==> config.mk <==
export PLATFORM = sky130hd
export DESIGN_NAME = video_timing_gen
export DESIGN_NICKNAME = d
export VERILOG_FILES = /design/src/rtl/video_timing_gen.sv
export SDC_FILE = /design/constraint.sdc
export NUM_CORES = 1
export LEC_CHECK = 0
export ABC_AREA = 1
export CAP_MARGIN = 20
export CORE_MARGIN = 2
export CORE_UTILIZATION = 45
export CTS_BUF_LIST = sky130_fd_sc_hd__clkbuf_8 sky130_fd_sc_hd__clkbuf_16
export DETAILED_ROUTE_END_ITERATION = 6
export DONT_BUFFER_PORTS = 1
export GPL_TIMING_DRIVEN = 0
export SETUP_SLACK_MARGIN = 0.3
export SLEW_MARGIN = 20
export SYNTH_ARGS = -nofsm -noshare
export SYNTH_HDL_FRONTEND = slang
export SYNTH_SLANG_ARGS = --single-unit
export TNS_END_PERCENT = 1
==> constraint.sdc <==
create_clock -name hdmi_clk -period 2.1 [get_ports hdmi_clk]
set_clock_uncertainty 0.2 [all_clocks]
set_input_delay 0.21 -clock hdmi_clk [delete_from_list [all_inputs] [get_ports hdmi_clk]]
set_output_delay 0.21 -clock hdmi_clk [all_outputs]
set_load 0.005 [all_outputs]
==> src/rtl/video_timing_gen.sv <==
// video_timing_gen: pixel-rate raster timing generator with optional test
// pattern source.
//   - Horizontal/vertical counters walk the full raster including porches.
//   - de/hs/vs/rgb/pix_x/pix_y/frame_start are registered one ce-cycle after
//     the counter state they describe.
//   - Compile-time option VTG_PATTERN_EN: when defined, a pattern generator
//     (solid / colour bars / gradient / checker) drives hdmi_r/g/b. When
//     undefined, rgb is tied to zero and mode/solid_rgb are ignored.
//   - ce low freezes every register, so pulses stretch instead of being lost.
//   - Handshake: there is no valid/ready; hdmi_de is the qualifier for pixel
//     data, and a new output set is presented on every clock edge where ce=1.
module video_timing_gen #(
    parameter int HR     = 800,
    parameter int HFP    = 8,
    parameter int HS     = 2,
    parameter int HBP    = 8,
    parameter int VR     = 300,
    parameter int VFP    = 8,
    parameter int VS     = 4,
    parameter int VBP    = 8,
    parameter bit HS_POL = 1'b1,
    parameter bit VS_POL = 1'b1,
    parameter int CW     = 12
) (
    input  logic          hdmi_clk,
    input  logic          rst_n,
    input  logic          ce,
    input  logic [1:0]    mode,
    input  logic [23:0]   solid_rgb,
    output logic          hdmi_de,
    output logic          hdmi_hs,
    output logic          hdmi_vs,
    output logic [7:0]    hdmi_r,
    output logic [7:0]    hdmi_g,
    output logic [7:0]    hdmi_b,
    output logic [CW-1:0] pix_x,
    output logic [CW-1:0] pix_y,
    output logic          frame_start
);

    localparam logic [CW-1:0] H_LAST   = CW'(HR + HFP + HS + HBP - 1);
    localparam logic [CW-1:0] V_LAST   = CW'(VR + VFP + VS + VBP - 1);
    localparam logic [CW-1:0] H_ACT    = CW'(HR);
    localparam logic [CW-1:0] V_ACT    = CW'(VR);
    localparam logic [CW-1:0] HS_START = CW'(HR + HFP);
    localparam logic [CW-1:0] HS_END   = CW'(HR + HFP + HS);
    localparam logic [CW-1:0] VS_START = CW'(VR + VFP);
    localparam logic [CW-1:0] VS_END   = CW'(VR + VFP + VS);

    // Counter state: position of the pixel being generated this cycle.
    logic [CW-1:0] h;
    logic [CW-1:0] v;
    logic          h_wrap;
    logic          v_wrap;
    logic          active;
    logic          hs_asserted;
    logic          vs_asserted;
    logic          frame_pos;

    assign h_wrap      = (h == H_LAST);
    assign v_wrap      = (v == V_LAST);
    assign active      = (h < H_ACT) && (v < V_ACT);
    assign hs_asserted = (h >= HS_START) && (h < HS_END);
    assign vs_asserted = (v >= VS_START) && (v < VS_END);
    assign frame_pos   = (h == '0) && (v == '0);

    // Raster counters; reset parks v in vertical blanking so the first
    // frame after reset always starts with a full blanking interval.
    always_ff @(posedge hdmi_clk or negedge rst_n) begin
        if (!rst_n) begin
            h <= '0;
            v <= V_ACT;
        end else if (ce) begin
            if (h_wrap) begin
                h <= '0;
                v <= v_wrap ? '0 : v + 1'b1;
            end else begin
                h <= h + 1'b1;
            end
        end
    end

    // Registered timing outputs and coordinates (held through blanking).
    always_ff @(posedge hdmi_clk or negedge rst_n) begin
        if (!rst_n) begin
            hdmi_de     <= 1'b0;
            hdmi_hs     <= !HS_POL;
            hdmi_vs     <= !VS_POL;
            pix_x       <= '0;
            pix_y       <= '0;
            frame_start <= 1'b0;
        end else if (ce) begin
            hdmi_de     <= active;
            hdmi_hs     <= hs_asserted ? HS_POL : !HS_POL;
            hdmi_vs     <= vs_asserted ? VS_POL : !VS_POL;
            frame_start <= frame_pos;
            if (active) begin
                pix_x <= h;
                pix_y <= v;
            end
        end
    end

`ifdef VTG_PATTERN_EN
    // Bar width in pixels; bars beyond index 7 are black.
    localparam int            BW      = HR / 8;
    localparam logic [CW-1:0] BW_LAST = CW'(BW - 1);

    logic [1:0]    mode_q;
    logic [23:0]   solid_q;
    logic [1:0]    mode_eff;
    logic [23:0]   solid_eff;
    logic [CW-1:0] bar_pos;
    logic [3:0]    bar_idx;
    logic [23:0]   bar_rgb;
    logic [23:0]   pat_rgb;

    // At pixel (0,0) the live inputs are used so the whole frame, including
    // its first pixel, sees the newly sampled settings.
    assign mode_eff  = frame_pos ? mode      : mode_q;
    assign solid_eff = frame_pos ? solid_rgb : solid_q;

    // Frame-boundary sampling of pattern controls.
    always_ff @(posedge hdmi_clk or negedge rst_n) begin
        if (!rst_n) begin
            mode_q  <= 2'd0;
            solid_q <= 24'h000000;
        end else if (ce && frame_pos) begin
            mode_q  <= mode;
            solid_q <= solid_rgb;
        end
    end

    // Per-line bar tracker: position within bar and bar index, aligned to h,
    // saturating at index 8 (black tail past 8*BW).
    always_ff @(posedge hdmi_clk or negedge rst_n) begin
        if (!rst_n) begin
            bar_pos <= '0;
            bar_idx <= 4'd0;
        end else if (ce) begin
            if (h_wrap) begin
                bar_pos <= '0;
                bar_idx <= 4'd0;
            end else if (bar_pos == BW_LAST) begin
                bar_pos <= '0;
                if (bar_idx != 4'd8) begin
                    bar_idx <= bar_idx + 4'd1;
                end
            end else begin
                bar_pos <= bar_pos + 1'b1;
            end
        end
    end

    // Colour-bar lookup: white, yellow, cyan, green, magenta, red, blue, black.
    always_comb begin
        bar_rgb = 24'h000000;
        case (bar_idx)
            4'd0:    bar_rgb = 24'hFFFFFF;
            4'd1:    bar_rgb = 24'hFFFF00;
            4'd2:    bar_rgb = 24'h00FFFF;
            4'd3:    bar_rgb = 24'h00FF00;
            4'd4:    bar_rgb = 24'hFF00FF;
            4'd5:    bar_rgb = 24'hFF0000;
            4'd6:    bar_rgb = 24'h0000FF;
            default: bar_rgb = 24'h000000;
        endcase
    end

    // Pattern select for the pixel at the current counter position.
    always_comb begin
        pat_rgb = 24'h000000;
        case (mode_eff)
            2'd0:    pat_rgb = solid_eff;
            2'd1:    pat_rgb = bar_rgb;
            2'd2:    pat_rgb = {h[7:0], h[7:0], h[7:0]};
            default: pat_rgb = (h[3] ^ v[3]) ? 24'h000000 : 24'hFFFFFF;
        endcase
    end

    // Registered pixel data, blanked outside the active area.
    always_ff @(posedge hdmi_clk or negedge rst_n) begin
        if (!rst_n) begin
            hdmi_r <= 8'h00;
            hdmi_g <= 8'h00;
            hdmi_b <= 8'h00;
        end else if (ce) begin
            hdmi_r <= active ? pat_rgb[23:16] : 8'h00;
            hdmi_g <= active ? pat_rgb[15:8]  : 8'h00;
            hdmi_b <= active ? pat_rgb[7:0]   : 8'h00;
        end
    end
`else
    // Pattern source not built: pixel data is constant black.
    logic unused_pattern_inputs;

    assign unused_pattern_inputs = ^{mode, solid_rgb};
    assign hdmi_r = 8'h00;
    assign hdmi_g = 8'h00;
    assign hdmi_b = 8'h00;
`endif

endmodule

==> impl_metrics.tcl, run 1 <==
set metrics [dict create \
    outcome "completed" \
    cts_root_buffer "clkbuf_8" \
    start_kind "register" \
    die_x_um 84.68 \
    cp_max_fo 10 \
    power.total_uw 2449 \
    ys_types 29 \
    yosys.area.top_type "dfrtp_1" \
    detail_route.wl_per_cell_um 12.35 \
    grt_pass1_wl_mm 10.22 \
    drtIter0Drc 88 \
    crit_required_ns 2.10 \
    fin_tns_setup_ns 0 \
    fin_ws_ns 0.3280 \
    power.density_nw_per_um2 727.1 \
    avgSynthCellArea_um2 7.790 \
    place.gp.congestion 0.8507 \
    critPathKind "reg -> reg" \
    io_pins 81 \
    ctsHtreeMaxLevel 2 \
    yosysWarnings 0 \
    globalRouteTotalUtil 0.1765 \
    finalMaxSlewViolations 0 \
    final_util 0.5335 \
    antenna_found_initial 0 \
    ant_nets 0 \
    syn_area_um2 2929 \
    maxCapViolCount 0 \
    cts_buffer_depth 2 \
    diodes 0 \
    gr-total-overflow 0 \
    clkTransAtPathRegs_ns 0.09 \
    p_leak_uw 0.001828 \
    rsz0062_at_grt "true" \
    grt_pass1_vias 2127 \
    fin_crit_sh 0.8438 \
    vias_per_cell 4.859 \
    wirelength_mm 6.064 \
    grt_max_degree 53 \
    cts.sinks 52 \
    dp_hpwl_mm 4.376 \
    die_y_um 84.68 \
    vias 2386 \
    fp-row-count 29 \
    cts_tree "yes" \
    area_delta_synth_final_pct 14.99 \
    rr_worst_depth 8 \
    ys_ff_latch 52 \
    clk_latency_ns 0.30 \
    finalHoldViolCount 0 \
    postSynthCellCount 376 \
    place_ws_ns 0.2508 \
    hold_path.class "in -> reg" \
    max_freq_ghz 0.5643 \
    layout.nets 447 \
    hold_depth 3 \
    core_um2 6314 \
    fp.dieArea_um2 7171 \
    drt_first_pass_iters 4 \
    cp.arrival_ns 1.77 \
    cts_buffers 5 \
    drc_errors 0 \
    synthTopCellsByArea "dfrtp_1 (41%), nand2_1 (14%), buf_4 (7.4%)" \
    synth_top_area_share 0.4101 \
    critPathCaptureType "register" \
    fin_crit_ns 1.772 \
    drive_above_1_share 0.1812 \
    initial_core_util 0.4639 \
    setup_viol 0 \
    synth-seq-area-share 0.4460 \
    io_buffers 0 \
    vdd_drop_max_mv 0.3763 \
]
-- flip-flops by register name, summed over array words and instances, names as in the netlist --
signal	count
pix_y	12
hdmi_hs	1
v	12
pix_x	12
hdmi_de	1
frame_start	1
h	12
hdmi_vs	1
-- worst max-delay path, stage by stage (launching register included) --
cell     delay [ns]
dfstp_2        0.53
buf_4          0.16
nand2_2        0.08
a21oi_1        0.14
nand2_1        0.09
buf_4          0.17
buf_6          0.14
nand4_1        0.10
nand2_1        0.06
-- cell families (layout without fill, tap and decap cells) --
| family | after synthesis | after routing | share of synthesized area |
|---|---|---|---|
| DFF | 52 | 52 | 0.4460 |
| other | 1 | 24 | 0.001280 |
| AOI/OAI and AO/OA | 14 | 14 | 0.02520 |
| adders and majority gates | 5 | 5 | 0.02136 |
| and+or+nand+nor | 223 | 223 | 0.3464 |
| buffers and inverters | 77 | 92 | 0.1478 |
| xor gates and xnor gates | 4 | 4 | 0.01196 |
-- per-layer routing --
metal | global-route usage | wire length (µm) | vias to the layer above
met1 | 0.2365 | 2891 | 1088
met4 | 0.06061 | 72 | 0
met2 | 0.2763 | 2751 | 64
met3 | 0.04818 | 349 | 4
met5 | 0 | 0 | -
li1 | - | - | 1230
-- report_power, final --
group          total, µW  switching, µW  internal [µW]
Clock                798            326            472
Sequential          1170           92.9           1070
Combinational        484            309            175
-- cell type report --
| class | count | area [µm²] |
|---|---|---|
| buffer | 37 | 287.8 |
| multi-input combinational | 270 | 1313 |
| fill | 632 | 2945 |
| tap | 77 | 96.34 |
| sequential | 52 | 1311 |
| clock inverter | 3 | 63.81 |
| timing repair buffer | 7 | 77.57 |
| clock buffer | 5 | 68.82 |
| inverter | 40 | 150.1 |
-- layout by cell type, fill, tap and decap left out, types with 2 or more instances in the layout --
cell and instances:
a21oi_1 3, buf_2 2, buf_4 34, buf_6 4
bufinv_16 2, clkbuf_8 5, conb_1 24, dfrtp_1 44
dfrtp_2 4, dfstp_2 4, dlygate4sd3_1 2, ha_1 5
inv_1 40, nand2_1 109, nand2_2 3, nand3_1 27
nand3_2 2, nand4_1 30, nor2_1 35, nor2_2 5
nor2_4 2, nor3_1 2, nor4_1 2, o21ai_0 8
o21ai_1 2, xor2_1 4
-- cells in the mapped netlist --
library cell	number
nor2_4	1
nand4_1	30
conb_1	1
nand2_2	1
buf_6	4
a21oi_1	3
nor2_8	1
or2_2	1
nor2_1	40
nor3b_1	1
o21ai_2	1
dfstp_2	4
nand3_1	28
nor2_2	1
nor3_2	1
o21ai_0	9
inv_1	40
xor2_1	4
nand3b_1	1
nor4_1	2
nand3_2	1
nand4_2	1
buf_4	29
nand2_1	111
o21ai_1	1
buf_2	4
ha_1	5
dfrtp_1	48
nor3_1	2
-- path summary, 6_finish.rpt --
path / slack [ns] / to / from
max: 0.33 / pix_x[5]$_DFFE_PN0P_ / v[3]$_DFFE_PN1P_
min: 0.03 / h[9]$_DFFE_PN0P_ / ce
max reg2reg: 0.33 / pix_x[5]$_DFFE_PN0P_ / v[3]$_DFFE_PN1P_
min reg2reg: 0.30 / pix_x[5]$_DFFE_PN0P_ / pix_x[5]$_DFFE_PN0P_
max in group asynchronous: 1.19 / v[5]$_DFFE_PN1P_ / rst_n
min in group asynchronous: 0.22 / hdmi_vs$_DFFE_PN0P_ / rst_n
-- repair_timing --
action / 4_1_cts / 5_1_grt
setup endpoints to repair: 17 / 39
gates resized for setup: 2 / 17
endpoints found under the hold margin: 53 / 0
pin swaps: 0 / 2
hold buffers: 3 / 0
buffers inserted: 0 / 4
-- metrics by stage --
step           hold slack, ns  std cells  area (µm²)
6_report              0.02923        491        3368
5_1_grt               0.03844        491        3368
4_1_cts               0.02097        487        3302
3_5_place_dp          -0.2839        476        3112
3_3_place_gp          -0.2841        476        3112
2_1_floorplan         -0.2856        399        3015
Note: power is estimated with default switching activity, not from simulation.
==> inputs of run 2 (changes only) <==
==> constraint.sdc (replaced) <==
create_clock -name hdmi_clk -period 1.7 [get_ports hdmi_clk]
set_clock_uncertainty 0.2 [all_clocks]
set_input_delay 0.17 -clock hdmi_clk [delete_from_list [all_inputs] [get_ports hdmi_clk]]
set_output_delay 0.17 -clock hdmi_clk [all_outputs]
set_load 0.005 [all_outputs]
==> run 2 against run 1 <==
Against the previous run: the flow now finishes with violations (hold timing); non-clock buffer count increased by 19; register-to-register slack got worse by 0.27 ns; via count increased by 7.0%; critical path type unchanged; critical endpoint is now h[10]$_DFFE_PN0P_; largest power group unchanged.
==> impl_metrics.tcl, run 2 (synthesis results as in run 1) <==
set metrics [dict create \
    outcome "finished, violations left" \
    violations "hold timing" \
    cp_slowest_cell "dfrtp_2" \
    fin_crit_ns 1.646 \
    start_kind "register" \
    wirelength_mm 6.873 \
    grt_pass1_vias 2219 \
    diodes 0 \
    area_delta_synth_final_pct 28.66 \
    drive_above_1_share 0.3548 \
    max_freq_ghz 0.6076 \
    place.gp.congestion 0.8891 \
    vias 2554 \
    seq_area_um2 1316 \
    fin_crit_sh 0.9682 \
    r2r_start "h[1]$_DFFE_PN0P_" \
    finalMaxSlewViolations 0 \
    rr_worst_depth 8 \
    io_buffers 0 \
    crit_required_ns 1.74 \
    finalHoldViolCount 52 \
    die_y_um 84.68 \
    holdWs_ns -0.6530 \
    globalRouteTotalUtil 0.1901 \
    cts.sinks 52 \
    io_pins 81 \
    drtIter0Drc 127 \
    power.density_nw_per_um2 829.6 \
    drc_errors 0 \
    core_um2 6314 \
    grt_pass1_wl_mm 11.02 \
    antenna_found_initial 0 \
    layout.nets 467 \
    layout.cells.most_common "nand2_1" \
    path_delay_family "simple AND/OR/NAND/NOR gates" \
    crit-reg2reg-capture "h[10]$_DFFE_PN0P_" \
    r2r_slack_ns 0.05 \
    clk_latency_ns 0.30 \
    rsz0062_at_grt "true" \
    ctsHtreeMaxLevel 2 \
    critPathKind "reg -> reg" \
    setup_viol 0 \
    cts_buffer_depth 2 \
    p_leak_uw 0.001950 \
    final_util 0.5969 \
    ant_nets 0 \
    cp_slowest_stage_delay_ns 0.39 \
    initial_core_util 0.4639 \
    hold_path.class "in -> async" \
    gr-total-overflow 0 \
    cts_tree "yes" \
    dp_hpwl_mm 4.421 \
    maxCapViolCount 0 \
    grt_max_degree 53 \
    detail_route.wl_per_cell_um 13.45 \
    holdBufCountCts 1 \
    vias_per_cell 4.998 \
    path_buf_inv 2 \
    drt_first_pass_iters 4 \
    fp-row-count 29 \
    fillers 589 \
    cts_buffers 5 \
    cts_root_buffer "clkbuf_8" \
    worstPathCellList "buf_4, ha_1, nand3_2, nor2_4, nand3_2, o21ai_1, inv_1, nor2_1" \
    clkTransAtPathRegs_ns 0.10 \
    final_cell_mix "nand2_1 (99), buf_4 (48), dfrtp_1 (40)" \
    crit_cells 8 \
    multi_input_comb_area_um2 1573 \
    die_x_um 84.68 \
    cp.arrival_ns 1.68 \
    fp.dieArea_um2 7171 \
    cp_max_fo 5 \
    vdd_drop_max_mv 0.5095 \
    critPathCaptureType "register" \
    cpMostUsedCell "nand3_2" \
]
run 2: cell count changes in the layout (fill, tap and decap cells not counted), moves of 9 or more:
| cell | delta |
|---|---|
| buf_4 | +14 |
| nand3_1 | -13 |
| nor2_1 | -13 |
| inv_1 | -11 |
| nand3_2 | +11 |
| nand2_1 | -10 |
| inv_2 | +9 |
run 2: final cells by class:
class / count / area share
multi-input cells: 271 / 0.4173
flip-flops and latches: 52 / 0.3493
plain buffers: 37 / 0.08101
repair buffers: 26 / 0.06208
inverters: 40 / 0.04117
well taps: 77 / 0.02556
clock buffers: 5 / 0.01826
clock inverters: 3 / 0.005312
run 2: what timing repair did:
item,4_1_cts,5_1_grt
setup endpoints to repair,48,50
cloned,3,0
buffers inserted,20,3
pin swaps,14,35
resized for setup,33,69
endpoints found under the hold margin,55,52
run 2: report_power, final:
part	internal (µW)	leakage, µW	switching (µW)
logic	367	0.00126	609
clock network	288	0.0000455	428
registers	1330	0.000641	100
total	1990	0.00195	1140
run 2: how the worst max path moves through the flow:
stage | start | end | slack (ns)
after floorplan | v[3]$_DFFE_PN1P_ | pix_x[9]$_DFFE_PN0P_ | 0.16
after global placement | h[1]$_DFFE_PN0P_ | v[4]$_DFFE_PN0P_ | -0.1
final | h[1]$_DFFE_PN0P_ | h[10]$_DFFE_PN0P_ | 0.05
after CTS | v[3]$_DFFE_PN1P_ | v[6]$_DFFE_PN0P_ | 0.07
after global routing | h[1]$_DFFE_PN0P_ | v[6]$_DFFE_PN0P_ | -0.05
after detailed placement | h[1]$_DFFE_PN0P_ | v[4]$_DFFE_PN0P_ | -0.12
run 2: through the flow:
step / std cells / power [µW] / setup WS (ns) / setup TNS (ns) / instance area [µm²]
after CTS: 508 / 2860 / 0.07164 / 0 / 3533
after global routing: 511 / 3291 / -0.04596 / -0.2842 / 3769
after detailed placement: 476 / 1959 / -0.1177 / -1.051 / 3142
final: 511 / 3126 / 0.05414 / 0 / 3769
after floorplan: 399 / 1835 / 0.1551 / 0 / 3045
after global placement: 476 / 1949 / -0.09748 / -0.8381 / 3142
run 2: per-layer routing:
layer | part of all wire | GRT usage
met5 | 0 | 0
met4 | 0.016 | 0.04906
met3 | 0.070 | 0.04916
met2 | 0.48 | 0.2963
met1 | 0.44 | 0.2648
